===== config.mk =====
export PLATFORM = sky130hd
export DESIGN_NAME = dispatch_unit
export DESIGN_NICKNAME = d
export VERILOG_FILES = /design/src/rtl/dispatch_unit_pkg.sv /design/src/rtl/dispatch_unit_operand.sv /design/src/rtl/dispatch_unit.sv
export SDC_FILE = /design/constraint.sdc
export NUM_CORES = 1
export LEC_CHECK = 0
export ABC_AREA = 1
export BUFFER_PORTS_ARGS = -buffer_cell sky130_fd_sc_hd__buf_2
export CAP_MARGIN = 20
export CORE_AREA = 2 2 202 204
export CTS_CLUSTER_SIZE = 28
export DETAILED_ROUTE_END_ITERATION = 7
export DIE_AREA = 0 0 204 206
export GPL_ROUTABILITY_DRIVEN = 1
export SETUP_SLACK_MARGIN = 0.02
export SYNTH_ARGS = -nofsm -noshare
export SYNTH_HDL_FRONTEND = slang
export SYNTH_SLANG_ARGS = --single-unit

===== constraint.sdc =====
create_clock -name clk -period 4.6 [get_ports clk]
set_clock_uncertainty 0.05 [all_clocks]
set_input_delay 0.92 -clock clk [delete_from_list [all_inputs] [get_ports clk]]
set_output_delay 0.92 -clock clk [all_outputs]
set_load 0.03 [all_outputs]

===== src/rtl/dispatch_unit_pkg.sv =====
// Shared definitions for the dispatch stage: default widths and internal opcode encodings.
package dispatch_unit_pkg;

    localparam int DEF_XLEN  = 32;
    localparam int DEF_ROB_W = 4;
    localparam int DEF_OP_W  = 6;
    localparam int DEF_N_CDB = 2;

    typedef enum logic [DEF_OP_W-1:0] {
        OP_NOP = 6'd0,
        OP_ADD = 6'd1,
        OP_SUB = 6'd2,
        OP_AND = 6'd3,
        OP_OR  = 6'd4,
        OP_LW  = 6'd8,
        OP_SW  = 6'd9
    } op_e;

endpackage


===== src/rtl/dispatch_unit_operand.sv =====
// One source operand: priority chain (zero, internal bypass, regfile, ROB, CDB) plus N-channel CDB match.
module operand_resolve
    import dispatch_unit_pkg::*;
#(
    parameter int XLEN  = DEF_XLEN,
    parameter int ROB_W = DEF_ROB_W,
    parameter int N_CDB = DEF_N_CDB
) (
    input  logic                   rs_zero,
    input  logic                   byp_hit,
    input  logic [ROB_W-1:0]       byp_tag,
    input  logic                   busy,
    input  logic [ROB_W-1:0]       tag,
    input  logic [XLEN-1:0]        val,
    input  logic                   src_rdy,
    input  logic [XLEN-1:0]        src_val,
    input  logic [N_CDB-1:0]       cdb_valid,
    input  logic [N_CDB*ROB_W-1:0] cdb_tag,
    input  logic [N_CDB*XLEN-1:0]  cdb_val,
    output logic                   op_rdy,
    output logic [XLEN-1:0]        op_val,
    output logic [ROB_W-1:0]       op_tag
);

    logic            cdb_hit;
    logic [XLEN-1:0] cdb_sel;

    // Scan downwards so the lowest matching channel is the last one written.
    always_comb begin
        cdb_hit = 1'b0;
        cdb_sel = '0;
        for (int i = N_CDB - 1; i >= 0; i--) begin
            if (cdb_valid[i] && (cdb_tag[i*ROB_W +: ROB_W] == tag)) begin
                cdb_hit = 1'b1;
                cdb_sel = cdb_val[i*XLEN +: XLEN];
            end
        end
    end

    always_comb begin
        op_rdy = 1'b1;
        op_val = '0;
        op_tag = '0;
        if (!rs_zero) begin
            if (byp_hit) begin
                op_rdy = 1'b0;
                op_tag = byp_tag;
            end else if (!busy) begin
                op_val = val;
            end else if (src_rdy) begin
                op_val = src_val;
            end else if (cdb_hit) begin
                op_val = cdb_sel;
            end else begin
                op_rdy = 1'b0;
                op_tag = tag;
            end
        end
    end

endmodule


===== src/rtl/dispatch_unit.sv =====
// Dispatch stage: one-entry holding register between decode and ROB/RS/LSB, with
// operand resolution on accept and CDB snooping while the entry waits to issue.
module dispatch_unit
    import dispatch_unit_pkg::*;
#(
    parameter int XLEN  = DEF_XLEN,
    parameter int ROB_W = DEF_ROB_W,
    parameter int OP_W  = DEF_OP_W,
    parameter int N_CDB = DEF_N_CDB
) (
    input  logic                   clk,
    input  logic                   rst_n,
    input  logic                   rdy,
    input  logic                   flush,
    input  logic                   id_valid,
    output logic                   id_ready,
    input  logic [OP_W-1:0]        id_op,
    input  logic [XLEN-1:0]        id_pc,
    input  logic [XLEN-1:0]        id_imm,
    input  logic                   id_is_ls,
    input  logic                   id_wb,
    input  logic [4:0]             id_rd,
    input  logic [4:0]             id_rs1,
    input  logic [4:0]             id_rs2,
    input  logic                   rf_rs1_busy,
    input  logic [ROB_W-1:0]       rf_rs1_tag,
    input  logic [XLEN-1:0]        rf_rs1_val,
    input  logic                   rf_rs2_busy,
    input  logic [ROB_W-1:0]       rf_rs2_tag,
    input  logic [XLEN-1:0]        rf_rs2_val,
    input  logic                   rob_rs1_rdy,
    input  logic [XLEN-1:0]        rob_rs1_val,
    input  logic                   rob_rs2_rdy,
    input  logic [XLEN-1:0]        rob_rs2_val,
    input  logic [N_CDB-1:0]       cdb_valid,
    input  logic [N_CDB*ROB_W-1:0] cdb_tag,
    input  logic [N_CDB*XLEN-1:0]  cdb_val,
    input  logic                   rob_full,
    input  logic [ROB_W-1:0]       rob_tail,
    input  logic                   rs_full,
    input  logic                   lsb_full,
    output logic                   rob_alloc,
    output logic [OP_W-1:0]        rob_op,
    output logic [4:0]             rob_rd,
    output logic [XLEN-1:0]        rob_pc,
    output logic                   rn_we,
    output logic [4:0]             rn_rd,
    output logic [ROB_W-1:0]       rn_tag,
    output logic                   rs_valid,
    output logic                   lsb_valid,
    output logic [OP_W-1:0]        iss_op,
    output logic [XLEN-1:0]        iss_pc,
    output logic [XLEN-1:0]        iss_imm,
    output logic [ROB_W-1:0]       iss_tag,
    output logic                   iss_j_rdy,
    output logic [XLEN-1:0]        iss_vj,
    output logic [ROB_W-1:0]       iss_qj,
    output logic                   iss_k_rdy,
    output logic [XLEN-1:0]        iss_vk,
    output logic [ROB_W-1:0]       iss_qk
);

    logic             h_valid_q, h_valid_d;
    logic [OP_W-1:0]  h_op_q,    h_op_d;
    logic [XLEN-1:0]  h_pc_q,    h_pc_d;
    logic [XLEN-1:0]  h_imm_q,   h_imm_d;
    logic             h_is_ls_q, h_is_ls_d;
    logic             h_wb_q,    h_wb_d;
    logic [4:0]       h_rd_q,    h_rd_d;
    logic             h_j_rdy_q, h_j_rdy_d;
    logic [XLEN-1:0]  h_vj_q,    h_vj_d;
    logic [ROB_W-1:0] h_qj_q,    h_qj_d;
    logic             h_k_rdy_q, h_k_rdy_d;
    logic [XLEN-1:0]  h_vk_q,    h_vk_d;
    logic [ROB_W-1:0] h_qk_q,    h_qk_d;

    logic             can_issue, accept;
    logic             acc_j_rdy, acc_k_rdy, held_j_rdy, held_k_rdy;
    logic [XLEN-1:0]  acc_j_val, acc_k_val, held_j_val, held_k_val;
    logic [ROB_W-1:0] acc_j_tag, acc_k_tag, held_j_tag, held_k_tag;

    assign can_issue = rdy & ~flush & h_valid_q & ~rob_full & (h_is_ls_q ? ~lsb_full : ~rs_full);
    assign id_ready  = rst_n & rdy & ~flush & (~h_valid_q | can_issue);
    assign accept    = id_valid & id_ready;

    // Accept-time resolution; the bypass covers a producer issuing from H this same cycle.
    operand_resolve #(.XLEN(XLEN), .ROB_W(ROB_W), .N_CDB(N_CDB)) u_acc_j (
        .rs_zero(id_rs1 == 5'd0), .byp_hit(can_issue & h_wb_q & (h_rd_q == id_rs1)),
        .byp_tag(rob_tail), .busy(rf_rs1_busy), .tag(rf_rs1_tag), .val(rf_rs1_val),
        .src_rdy(rob_rs1_rdy), .src_val(rob_rs1_val),
        .cdb_valid(cdb_valid), .cdb_tag(cdb_tag), .cdb_val(cdb_val),
        .op_rdy(acc_j_rdy), .op_val(acc_j_val), .op_tag(acc_j_tag)
    );

    operand_resolve #(.XLEN(XLEN), .ROB_W(ROB_W), .N_CDB(N_CDB)) u_acc_k (
        .rs_zero(id_rs2 == 5'd0), .byp_hit(can_issue & h_wb_q & (h_rd_q == id_rs2)),
        .byp_tag(rob_tail), .busy(rf_rs2_busy), .tag(rf_rs2_tag), .val(rf_rs2_val),
        .src_rdy(rob_rs2_rdy), .src_val(rob_rs2_val),
        .cdb_valid(cdb_valid), .cdb_tag(cdb_tag), .cdb_val(cdb_val),
        .op_rdy(acc_k_rdy), .op_val(acc_k_val), .op_tag(acc_k_tag)
    );

    // Held operands: a ready operand passes through, a pending one picks up a matching broadcast.
    operand_resolve #(.XLEN(XLEN), .ROB_W(ROB_W), .N_CDB(N_CDB)) u_held_j (
        .rs_zero(1'b0), .byp_hit(1'b0), .byp_tag('0),
        .busy(~h_j_rdy_q), .tag(h_qj_q), .val(h_vj_q), .src_rdy(1'b0), .src_val('0),
        .cdb_valid(cdb_valid), .cdb_tag(cdb_tag), .cdb_val(cdb_val),
        .op_rdy(held_j_rdy), .op_val(held_j_val), .op_tag(held_j_tag)
    );

    operand_resolve #(.XLEN(XLEN), .ROB_W(ROB_W), .N_CDB(N_CDB)) u_held_k (
        .rs_zero(1'b0), .byp_hit(1'b0), .byp_tag('0),
        .busy(~h_k_rdy_q), .tag(h_qk_q), .val(h_vk_q), .src_rdy(1'b0), .src_val('0),
        .cdb_valid(cdb_valid), .cdb_tag(cdb_tag), .cdb_val(cdb_val),
        .op_rdy(held_k_rdy), .op_val(held_k_val), .op_tag(held_k_tag)
    );

    always_comb begin
        h_valid_d = h_valid_q;
        h_op_d    = h_op_q;
        h_pc_d    = h_pc_q;
        h_imm_d   = h_imm_q;
        h_is_ls_d = h_is_ls_q;
        h_wb_d    = h_wb_q;
        h_rd_d    = h_rd_q;
        h_j_rdy_d = h_j_rdy_q;
        h_vj_d    = h_vj_q;
        h_qj_d    = h_qj_q;
        h_k_rdy_d = h_k_rdy_q;
        h_vk_d    = h_vk_q;
        h_qk_d    = h_qk_q;
        if (rdy) begin
            h_j_rdy_d = held_j_rdy;
            h_vj_d    = held_j_val;
            h_qj_d    = held_j_tag;
            h_k_rdy_d = held_k_rdy;
            h_vk_d    = held_k_val;
            h_qk_d    = held_k_tag;
            if (flush) begin
                h_valid_d = 1'b0;
            end else if (accept) begin
                h_valid_d = 1'b1;
                h_op_d    = id_op;
                h_pc_d    = id_pc;
                h_imm_d   = id_imm;
                h_is_ls_d = id_is_ls;
                h_wb_d    = id_wb;
                h_rd_d    = id_rd;
                h_j_rdy_d = acc_j_rdy;
                h_vj_d    = acc_j_val;
                h_qj_d    = acc_j_tag;
                h_k_rdy_d = acc_k_rdy;
                h_vk_d    = acc_k_val;
                h_qk_d    = acc_k_tag;
            end else if (can_issue) begin
                h_valid_d = 1'b0;
            end
        end
    end

    always_ff @(posedge clk or negedge rst_n) begin
        if (!rst_n) begin
            h_valid_q <= 1'b0;
            h_op_q    <= '0;
            h_pc_q    <= '0;
            h_imm_q   <= '0;
            h_is_ls_q <= 1'b0;
            h_wb_q    <= 1'b0;
            h_rd_q    <= '0;
            h_j_rdy_q <= 1'b0;
            h_vj_q    <= '0;
            h_qj_q    <= '0;
            h_k_rdy_q <= 1'b0;
            h_vk_q    <= '0;
            h_qk_q    <= '0;
        end else begin
            h_valid_q <= h_valid_d;
            h_op_q    <= h_op_d;
            h_pc_q    <= h_pc_d;
            h_imm_q   <= h_imm_d;
            h_is_ls_q <= h_is_ls_d;
            h_wb_q    <= h_wb_d;
            h_rd_q    <= h_rd_d;
            h_j_rdy_q <= h_j_rdy_d;
            h_vj_q    <= h_vj_d;
            h_qj_q    <= h_qj_d;
            h_k_rdy_q <= h_k_rdy_d;
            h_vk_q    <= h_vk_d;
            h_qk_q    <= h_qk_d;
        end
    end

    assign rob_alloc = can_issue;
    assign rs_valid  = can_issue & ~h_is_ls_q;
    assign lsb_valid = can_issue & h_is_ls_q;
    assign rob_op    = h_op_q;
    assign rob_rd    = h_rd_q;
    assign rob_pc    = h_pc_q;
    assign rn_we     = can_issue & h_wb_q & (h_rd_q != 5'd0);
    assign rn_rd     = h_rd_q;
    assign rn_tag    = can_issue ? rob_tail : '0;

    // Operand outputs carry the issue-cycle CDB bypass; masked while H is empty.
    assign iss_op    = h_op_q;
    assign iss_pc    = h_pc_q;
    assign iss_imm   = h_imm_q;
    assign iss_tag   = can_issue ? rob_tail : '0;
    assign iss_j_rdy = h_valid_q & held_j_rdy;
    assign iss_vj    = h_valid_q ? held_j_val : '0;
    assign iss_qj    = h_valid_q ? held_j_tag : '0;
    assign iss_k_rdy = h_valid_q & held_k_rdy;
    assign iss_vk    = h_valid_q ? held_k_val : '0;
    assign iss_qk    = h_valid_q ? held_k_tag : '0;

endmodule


==> results.toml <==
[drt]
routed_wirelength_mm = 65.6
via_per_inst = 5.18
drcViolationCount = 0
dr_vias = 17015
drt_first_pass_iters = 5
detail_route.iter0.violations = 1498
avgRoutedWirePerCell_microns = 20.0
ant_nets = 0

[timing]
fmax_ghz = 0.257
final_min_period_over_clock_period_pct = 84.5
slew_viol_final = 0
slew_margin_rel_pct = 26.8
final_hold_fails = 0
post-route-worst-setup-slack_ps = 712
worstMarginPinSlew_ps = 1100
final_setup_viols = 0
post-route-min-period_ps = 3890
grt_setup_unrepaired = "false"
final.setup.tns_ps = 0

[critical_path]
endpoint_kind = "primary output"
data_required_time_at_the_worst_endpoint_ps = 3630
worst_path_largest_cell_delay_ps = 630
critical-path-top-delay-family = "simple AND/OR/NAND/NOR gates"
critPathMaxFanout = 24
timing_worst_setup_path_type = "primary input to primary output"
critPathBufInv = 3
cp_data_arrival_time_ps = 2920
cpMaxStageDelayCell = "sky130_fd_sc_hd__nor2_4"
crit_chain = "buf_2, inv_1, nor2_1, nor2_4, nand4_1, nand2_1, nand2_1, a21oi_1, buf_2"
critPathLaunchType = "primary input"

[synth]
synth_top_flop_cell = "sky130_fd_sc_hd__dfrtp_1"
yosys.area.top_type = "sky130_fd_sc_hd__nand2_1"
synth.area.top_cells = "sky130_fd_sc_hd__nand2_1 29%, sky130_fd_sc_hd__dfrtp_1 28%, sky130_fd_sc_hd__nor2_1 10%"
synth-seq-area-share_pct = 28.3
synthSimpleGateAreaFrac_pct = 51.5
post_synth_xor_area_fraction_pct = 1.17
synth_mux_area_share_pct = 0
synth_edf_count = 0
share_of_the_synthesized_area_in_compound_gates_ao_oa_aoi_oai_pct = 6.25
synthDistinctLibCells = 29
synth.ff_latch_count = 152
synthMostInstantiatedCell = "sky130_fd_sc_hd__nand2_1"
synthesis.area_per_instance_sq_um = 5.64
syn-instance-count = 2386
combinational_family_with_the_most_area_after_synthesis = "simple AND/OR/NAND/NOR gates"
post_synth_instance_area_sq_um = 13400
synthTopCellsByCount = "1038 x sky130_fd_sc_hd__nand2_1, 363 x sky130_fd_sc_hd__nor2_1, 159 x sky130_fd_sc_hd__nand4_1, 152 x sky130_fd_sc_hd__dfrtp_1, 140 x sky130_fd_sc_hd__inv_1"
adder_and_majority_gate_portion_of_the_synthesized_area_pct = 0
ys_warn_count = 0
yosysTopAreaCellShare_pct = 29.0
asyncSetResetFlopFracSynth_pct = 100
synth_nets = 2699

[grt]
grt_max_degree = 146
grt_first_pass_wirelength_mm = 97.7
first_global_vias = 16482
grt_overflow = 0
number_of_antenna_violations_at_the_first_check_in_global_routing = 3
track_usage_pct = 30.6

[clocking]
ctsResizeCount = 0
clock_sink_count = 152
cts.repair_timing.setup_buffer_count = 0
cts.hold.buffers_added = 0
cts.path.max_buffers = 2
ctsRootBufferMaster = "sky130_fd_sc_hd__clkbuf_16"
insertion_delay_ps = 450
path_clk_slew_ps = 70
tritoncts_buffer_count = 17
cts_tree = "done"
ctsHtreeMaxLevel = 4

[placed_design]
place.detailed.hpwl_mm = 46.2
detailedPlace.worstSlack_ps = 712
buffer_ports.inserted = 517
placedInstanceArea_sq_um = 15900
place.gp.congestion = 0.922

[power_and_ir_drop]
power.density_nw_per_um2 = 371
irDropWorstVdd_mv = 0.384
power_leakage_nw = 10.0

[die]
design.die.area_sq_um = 42000
die-height_microns = 206
die_w_microns = 204
cell_rows = 74
initial_utilization_pct = 33.5
ios = 518
core-area_sq_um = 40200

[status]
run_status = "complete, no violations"

[run]
timing.max_cap.violations = 0

[layout]
finalNetCount = 3051
area_growth_pct = 22.7
fillers = 4476
post-route-cell-area_sq_um = 16500
drive_above_1_share_pct = 22.3

[min_path]
hold_wc_path_type = "primary input to asynchronous set/reset pin"
-- final cells by class --
type                            instances  area, sq um  area share [%]
Clock inverter                         12          141           0.857
Tap cell                              532          666            4.03
Antenna cell                            3         7.51          0.0455
Sequential cell                       152         3810            23.1
Inverter                              141          532            3.22
Timing Repair Buffer                  552         2880            17.5
Multi-Input combinational cell       1874         8040            48.7
Clock buffer                           19          433            2.62
-- cell families (layout without fill, tap and decap cells) --
group / Yosys count / in the layout
AOI/OAI and AO/OA: 165 / 165
xor gates and xnor gates: 18 / 18
buffers and inverters: 360 / 724
other: 0 / 3
DFF: 152 / 152
and+or+nand+nor: 1691 / 1691
-- report_power, final --
part	switching, mW	internal, mW
Combinational	1.94	0.743
Sequential	0.325	1.65
Clock	0.656	0.806
-- worst reg2reg max path, cell delays in order, from the launching register on --
cell	delay, ps
sky130_fd_sc_hd__dfrtp_1	500
sky130_fd_sc_hd__nand3_1	150
sky130_fd_sc_hd__nor2_1	50
sky130_fd_sc_hd__nand2_2	170
sky130_fd_sc_hd__nand2_2	100
sky130_fd_sc_hd__nand2_2	160
sky130_fd_sc_hd__nor2_4	70
sky130_fd_sc_hd__inv_4	660
sky130_fd_sc_hd__buf_4	770
sky130_fd_sc_hd__nand2_1	140
sky130_fd_sc_hd__nand2_1	100
-- metrics by stage --
stage	hold WS (ps)	power, mW	util, %	std cells
6_report	311	6.12	41.1	3285
5_1_grt	318	6.45	41.1	3284
4_1_cts	299	6.15	41.1	3282
3_5_place_dp	407	4.67	39.6	3251
3_3_place_gp	399	4.65	39.6	3251
2_1_floorplan	399	3.76	-	2386
-- placed cells by master, fill, tap and decap left out, drive strengths merged --
cell type,synthesis,layout
nand2,1044,1044
buf,126,552
nor2,366,366
nand4,159,159
dfrtp,152,152
inv,141,146
a21oi,133,133
nand3,113,113
o21ai,29,29
clkbuf,93,19
xnor2,15,15
nor3,6,6
diode,0,3
xor2,3,3
clkinv,0,3
bufinv,0,2
clkinvlp,0,2
and2,1,1
o221ai,1,1
nor3b,1,1
o22ai,1,1
or2,1,1
a211oi,1,1
-- sequential cells by signal (all words and copies together), names as in the netlist --
| register | flops |
|---|---|
| h_is_ls_q | 1 |
| h_wb_q | 1 |
| h_k_rdy_q | 1 |
| iss_imm | 32 |
| h_qj_q | 4 |
| iss_op | 6 |
| iss_pc | 32 |
| h_vk_q | 32 |
| h_vj_q | 32 |
| h_valid_q | 1 |
| h_j_rdy_q | 1 |
| h_qk_q | 4 |
| rn_rd | 5 |
-- routing by layer --
metal | global-route usage [%] | vias up | wire, microns | share of wire, %
li1 | - | 8157 | - | -
met3 | 5.83 | 153 | 5000 | 7.6
met2 | 52.6 | 857 | 31500 | 48
met4 | 16.9 | 2 | 3340 | 5.1
met1 | 36.0 | 7846 | 25700 | 39
met5 | 0 | - | 11 | 0.017
-- final timing paths --
check	to	depth (start not counted)	start	slack (ps)
max	iss_vk[26]	9	cdb_tag[4]	710
min	h_vk_q[7]	1	rst_n	310
max reg2reg	iss_imm[23]	10	h_valid_q	1620
min reg2reg	iss_imm[1]	2	iss_imm[1]	420
max in group asynchronous	h_vj_q[21]	2	rst_n	3090
min in group clk	iss_imm[1]	2	iss_imm[1]	420
Power figures use the tool's default switching activity.
